[src/rtl/branch_predict_unit.sv]
// Fetch-side branch predictor with MEM-stage resolution.
// A direct-mapped BTB with 2-bit saturating counters supplies a 0-cycle
// prediction in IF. The resolver in MEM flags mispredicts, supplies the
// corrected PC, trains the table and keeps branch/miss statistics.
module branch_predict_unit #(
   parameter int IDX_W = 4,
   parameter int TAG_W = 8
) (
   input  logic        clk,
   input  logic        rst,
   input  logic        bpin_stall,
   input  logic [31:0] bpin_if_pc,
   output logic        bpout_pred_taken,
   output logic [31:0] bpout_pred_pc,
   input  logic        bpin_mem_valid,
   input  logic [31:0] bpin_mem_pc,
   input  logic        bpin_mem_is_branch_jump,
   input  logic        bpin_mem_taken,
   input  logic [31:0] bpin_mem_target,
   input  logic        bpin_mem_pred_taken,
   input  logic [31:0] bpin_mem_pred_target,
   output logic        bpout_mispredict,
   output logic [31:0] bpout_redirect_pc,
   output logic [31:0] bpout_branch_cnt,
   output logic [31:0] bpout_miss_cnt
);

   localparam int ENTRIES = 1 << IDX_W;

   logic             valid_q  [ENTRIES];
   logic [TAG_W-1:0] tag_q    [ENTRIES];
   logic [31:0]      target_q [ENTRIES];
   logic [1:0]       ctr_q    [ENTRIES];

   logic [31:0] branch_cnt_q, branch_cnt_d;
   logic [31:0] miss_cnt_q, miss_cnt_d;

   logic [IDX_W-1:0] if_idx, mem_idx;
   logic [TAG_W-1:0] if_tag, mem_tag;
   logic             if_hit, mem_hit;
   logic             upd_en;

   logic             wr_en;
   logic             wr_valid;
   logic [TAG_W-1:0] wr_tag;
   logic [31:0]      wr_target;
   logic [1:0]       wr_ctr;

   // IF lookup: purely combinational, reads the registered table contents
   // so a same-cycle MEM write is not visible until the next cycle.
   always_comb begin
      if_idx           = bpin_if_pc[IDX_W+1:2];
      if_tag           = bpin_if_pc[IDX_W+TAG_W+1:IDX_W+2];
      if_hit           = valid_q[if_idx] && (tag_q[if_idx] == if_tag);
      bpout_pred_taken = if_hit && ctr_q[if_idx][1];
      bpout_pred_pc    = bpout_pred_taken ? target_q[if_idx] : (bpin_if_pc + 32'd4);
   end

   // MEM resolution: mispredict and redirect are combinational so they
   // remain meaningful during stall and reset.
   always_comb begin
      mem_idx = bpin_mem_pc[IDX_W+1:2];
      mem_tag = bpin_mem_pc[IDX_W+TAG_W+1:IDX_W+2];
      mem_hit = valid_q[mem_idx] && (tag_q[mem_idx] == mem_tag);
      bpout_mispredict = bpin_mem_valid &&
         ((bpin_mem_is_branch_jump && (bpin_mem_taken != bpin_mem_pred_taken)) ||
          (bpin_mem_is_branch_jump && bpin_mem_taken && bpin_mem_pred_taken &&
           (bpin_mem_target != bpin_mem_pred_target)) ||
          (!bpin_mem_is_branch_jump && bpin_mem_pred_taken));
      bpout_redirect_pc = (bpin_mem_is_branch_jump && bpin_mem_taken) ?
                          bpin_mem_target : (bpin_mem_pc + 32'd4);
   end

   // Training decision: allocate on miss, saturate the counter on hit,
   // drop an entry that predicted taken for a non-branch (alias).
   always_comb begin
      upd_en    = bpin_mem_valid && !bpin_stall;
      wr_en     = 1'b0;
      wr_valid  = valid_q[mem_idx];
      wr_tag    = mem_tag;
      wr_target = target_q[mem_idx];
      wr_ctr    = ctr_q[mem_idx];
      if (upd_en) begin
         if (bpin_mem_is_branch_jump) begin
            wr_en    = 1'b1;
            wr_valid = 1'b1;
            if (!mem_hit) begin
               wr_target = bpin_mem_target;
               wr_ctr    = bpin_mem_taken ? 2'b10 : 2'b01;
            end else if (bpin_mem_taken) begin
               wr_target = bpin_mem_target;
               if (ctr_q[mem_idx] != 2'b11) wr_ctr = ctr_q[mem_idx] + 2'd1;
            end else begin
               if (ctr_q[mem_idx] != 2'b00) wr_ctr = ctr_q[mem_idx] - 2'd1;
            end
         end else if (bpin_mem_pred_taken && mem_hit) begin
            wr_en    = 1'b1;
            wr_valid = 1'b0;
            wr_tag   = tag_q[mem_idx];
         end
      end
   end

   // Statistics counters share the training enable; they wrap naturally.
   always_comb begin
      branch_cnt_d = branch_cnt_q;
      miss_cnt_d   = miss_cnt_q;
      if (upd_en && bpin_mem_is_branch_jump) branch_cnt_d = branch_cnt_q + 32'd1;
      if (upd_en && bpout_mispredict)        miss_cnt_d   = miss_cnt_q + 32'd1;
   end

   // Table and counter state; reset wipes everything and discards any write.
   always_ff @(posedge clk or posedge rst) begin
      if (rst) begin
         for (int i = 0; i < ENTRIES; i++) begin
            valid_q[i]  <= 1'b0;
            tag_q[i]    <= '0;
            target_q[i] <= '0;
            ctr_q[i]    <= 2'b01;
         end
         branch_cnt_q <= '0;
         miss_cnt_q   <= '0;
      end else begin
         if (wr_en) begin
            valid_q[mem_idx]  <= wr_valid;
            tag_q[mem_idx]    <= wr_tag;
            target_q[mem_idx] <= wr_target;
            ctr_q[mem_idx]    <= wr_ctr;
         end
         branch_cnt_q <= branch_cnt_d;
         miss_cnt_q   <= miss_cnt_d;
      end
   end

   assign bpout_branch_cnt = branch_cnt_q;
   assign bpout_miss_cnt   = miss_cnt_q;

endmodule

[config.mk]
export PLATFORM = sky130hd
export DESIGN_NAME = branch_predict_unit
export DESIGN_NICKNAME = d
export VERILOG_FILES = /design/src/rtl/branch_predict_unit.sv
export SDC_FILE = /design/constraint.sdc
export NUM_CORES = 2
export LEC_CHECK = 0
export ABC_CLOCK_PERIOD_IN_PS = 65000
export CORE_MARGIN = 10
export CORE_UTILIZATION = 45
export DETAILED_ROUTE_END_ITERATION = 10
export GPL_TIMING_DRIVEN = 0
export PLACE_DENSITY_LB_ADDON = 0.1
export SLEW_MARGIN = 20
export SYNTH_ARGS = -nofsm -noshare
export SYNTH_HDL_FRONTEND = slang
export SYNTH_SLANG_ARGS = --single-unit
[constraint.sdc]
create_clock -name clk -period 65 [get_ports clk]
set_clock_uncertainty 0.2 [all_clocks]
set_input_delay 13 -clock clk [delete_from_list [all_inputs] [get_ports clk]]
set_output_delay 13 -clock clk [all_outputs]
set_load 0.05 [all_outputs]
==> impl_metrics.py <==
metrics = {
    "route": {
        "route.detailed.drc": 0,
        "routedWlPerCell_um": 33.6,
        "via_count": 28700,
        "first_pass_iters": 6,
        "drtIter0Drc": 2648,
        "via_per_inst": 6.45,
        "finalWirelength_um": 149000,
        "ant_nets": 0,
    },
    "logic_synthesis": {
        "synth_edf_count": 0,
        "synth_seq_cells": 752,
        "yosysWarnings": 0,
        "synth_top_flop_cell": "dfrtp_1",
        "synthesis.area_sq_um": 41600,
        "synthArstFlopShare_pct": 100,
        "synthTopCellsByArea": "dfrtp_1 44%, mux4_2 21%, mux2_2 16%",
        "synth_top_area_share_pct": 44.3,
        "synth_cell_types": 56,
        "netlist_instances": 2835,
        "synth-seq-area-share_pct": 45.3,
        "yosysMostFrequentCell": "dfrtp_1",
        "synth_area_leader_cell": "dfrtp_1",
        "synthesis.nets": 2977,
        "yosys-top-cells-count": "736 x dfrtp_1, 599 x mux2_2, 393 x mux4_2",
        "avgSynthCellArea_sq_um": 14.7,
    },
    "critical_path": {
        "worstPathRequired_ps": 51800,
        "crit_path_top_delay_cell": "clkbuf_1",
        "ff2ff_path_depth": 9,
        "ff2ff_setup_slack_ps": 60340,
        "max_stage_delay_ps": 910,
        "r2r-end": "target_q[509]",
        "start_kind": "input pin",
        "path_class": "input pin to output pin",
        "crit_path_cell_trace": "clkdlybuf4s50_1, buf_2, buf_2, buf_1, clkbuf_1, clkbuf_1, clkbuf_1, mux4_2, mux4_2, nor4_1, a21oi_1, clkdlybuf4s50_1",
        "cp-end-kind": "output pin",
        "crit_fanout": 10,
        "reg2reg_from": "tag_q[6]",
        "cp_common_cell": "clkbuf_1",
        "cp.arrival_ps": 20810,
    },
    "run": {
        "maxCapViolations": 0,
    },
    "cts": {
        "cts_made_buffers": 87,
        "cts_tree": "done",
        "path_clk_slew_ps": 60,
        "post_cts_resize_count": 0,
        "cts_root_buffer": "clkbuf_16",
        "cts.sinks": 752,
        "worstSkewPairLatency_ps": 660,
        "cts_hold_buf": 0,
        "post_cts_buffers": 0,
        "cts_htree_levels": 3,
        "ctsLongestPathBuffers": 3,
    },
    "global_route": {
        "grt_overflow": 0,
        "grt_max_degree": 114,
        "grt_pass1_vias": 30500,
        "grt_pass1_wl_um": 215000,
        "track_usage_pct": 28.4,
        "antenna_found_initial": 4,
    },
    "timing": {
        "finalSetupViolCount": 0,
        "hold_viol_final": 0,
        "fin_crit_sh_pct": 52.3,
        "worst_slew_pin_slew_ps": 1240,
        "final_max_slew_viol_count": 0,
        "final.setup.tns_ps": 0,
        "fin_crit_ps": 34010,
        "max_slew_margin_pct": 17.2,
        "rsz0062_at_grt": "false",
        "max_freq_mhz": 29.4,
    },
    "power_and_ir_drop": {
        "p_sw_share_pct": 27.3,
        "seq_power_share_pct": 42.9,
        "combPwrFrac_pct": 15.2,
        "intPower_uw": 885,
        "switchingPower_uw": 333,
        "p_leak_nw": 22.1,
        "power_density_nw_per_um2": 24.9,
        "ir_drop_mv": 0.0172,
        "clock_power_share_pct": 41.9,
    },
    "worst_hold_path": {
        "holdCritStartpoint": "ctr_q[30]",
        "whs_path_depth": 2,
        "hold_end": "ctr_q[30]",
        "min_path_type": "register to register",
    },
    "die": {
        "ios": 265,
        "die_width_um": 324,
        "die_area_sq_um": 105000,
        "core_sq_um": 91700,
        "num_rows": 111,
        "die_h_um": 324,
        "initial_core_util_pct": 45.3,
    },
    "finish": {
        "n_antenna_cell": 0,
        "final_cells": 4445,
        "n_fill_cell": 7695,
        "syn_to_final_growth_pct": 17.7,
        "drive_above_1_share_pct": 40.2,
        "nets": 3336,
    },
    "placed_design": {
        "place_inst": 4291,
        "dp_hpwl_um": 107000,
        "gp_congestion": 0.907,
        "io_buffers": 260,
    },
    "status": {
        "status": "finished clean",
    },
}
worst max-delay path, delay by kind of cell:
kind / cells / cell delay, ps
buffers and inverters: 8 / 5670
muxes: 2 / 1030
and+or+nand+nor: 1 / 750
AOI/OAI and AO/OA: 1 / 300
power groups by stage:
stage	clock network (mW)	registers, mW	logic (mW)
after floorplan	0	0.531	0.110
after global placement	0	0.528	0.179
after detailed placement	0	0.530	0.185
after CTS	0.518	0.522	0.185
after global routing	0.538	0.526	0.196
final	0.511	0.523	0.185
state kept, by name, summed over array words and instances (netlist names):
register	count
target_q	512
tag_q	128
bpout_branch_cnt	32
bpout_miss_cnt	32
ctr_q	32
valid_q	16
worst max path at each step:
stage,start,endpoint,cells past startpoint
3_3_place_gp,rst,target_q[140],2
3_5_place_dp,bpin_if_pc[3],bpout_pred_pc[2],12
5_1_grt,bpin_if_pc[3],bpout_pred_pc[2],12
4_1_cts,bpin_if_pc[3],bpout_pred_pc[2],12
6_report,bpin_if_pc[3],bpout_pred_pc[2],12
2_1_floorplan,rst,bpout_branch_cnt[0],1
cells in the final DEF, fill, tap and decap left out, types with 8 or more instances in the layout:
master           instances
clkinv_2                11
clkbuf_2                17
xnor2_1                 79
nor3_1                  13
a22oi_1                 16
mux2_1                 129
mux2i_1                 28
o21ai_0                 35
buf_2                  110
clkdlybuf4s50_1        260
clkbuf_16               90
mux4_2                 393
dfrtp_1                736
dfstp_2                 16
and3_1                  29
buf_1                   15
buf_4                   10
a21oi_1                 10
o2bb2ai_1               13
nor2_1                  58
nor2b_1                 10
inv_1                   27
nor4_1                   8
nand2_1                108
nand4_1                 20
mux2_2                 599
clkbuf_1               116
clkbuf_8                27
a2bb2oi_1               14
xor2_1                  84
nand3_1                 80
layer usage:
| layer | global-route usage (%) | part of all wire (%) | wire length (um) | vias up |
|---|---|---|---|---|
| li1 | - | - | - | 11600 |
| met1 | 36.1 | 39 | 58200 | 15400 |
| met2 | 45.1 | 47 | 69800 | 1390 |
| met3 | 8.38 | 9.8 | 14700 | 339 |
| met4 | 12.2 | 4.5 | 6670 | 4 |
| met5 | 0 | 0.017 | 26 | - |
kinds of logic (layout without fill, tap and decap cells):
logic type	count (synthesis)	after routing	share of synthesized area [%]
AOI/OAI and AO/OA	117	117	2.03
DFF	752	752	45.3
buffers and inverters	279	703	2.89
xor gates and xnor gates	163	163	3.44
and+or+nand+nor	368	368	4.41
muxes	1149	1149	41.7
adders and majority gates	7	7	0.211
cell type report:
class                           count  area, sq um  share of cell area, %
Tap cell                         1186         1480                   3.03
Clock buffer                      132         2680                   5.48
Buffer                            251         1130                   2.32
Clock inverter                     22          285                  0.583
Sequential cell                   752        18800                   38.5
Multi-Input combinational cell   1804        21500                   44.1
Timing Repair Buffer              270         2820                   5.76
Inverter                           28          113                  0.230
metrics by stage:
| step | total power, mW | hold WS [ps] | cell area (sq um) | worst slack (ps) | utilization [%] |
|---|---|---|---|---|---|
| after floorplan | 0.641 | 238 | 41600 | 30720 | - |
| after global routing | 1.26 | 273 | 48900 | 31090 | 53.3 |
| after CTS | 1.23 | 258 | 48900 | 31220 | 53.3 |
| after detailed placement | 0.715 | 250 | 45900 | 31280 | 50.1 |
| after global placement | 0.708 | 246 | 45600 | 22770 | 49.8 |
| final | 1.22 | 255 | 48900 | 30990 | 53.3 |
No activity file was read; power rests on OpenSTA's default activity.
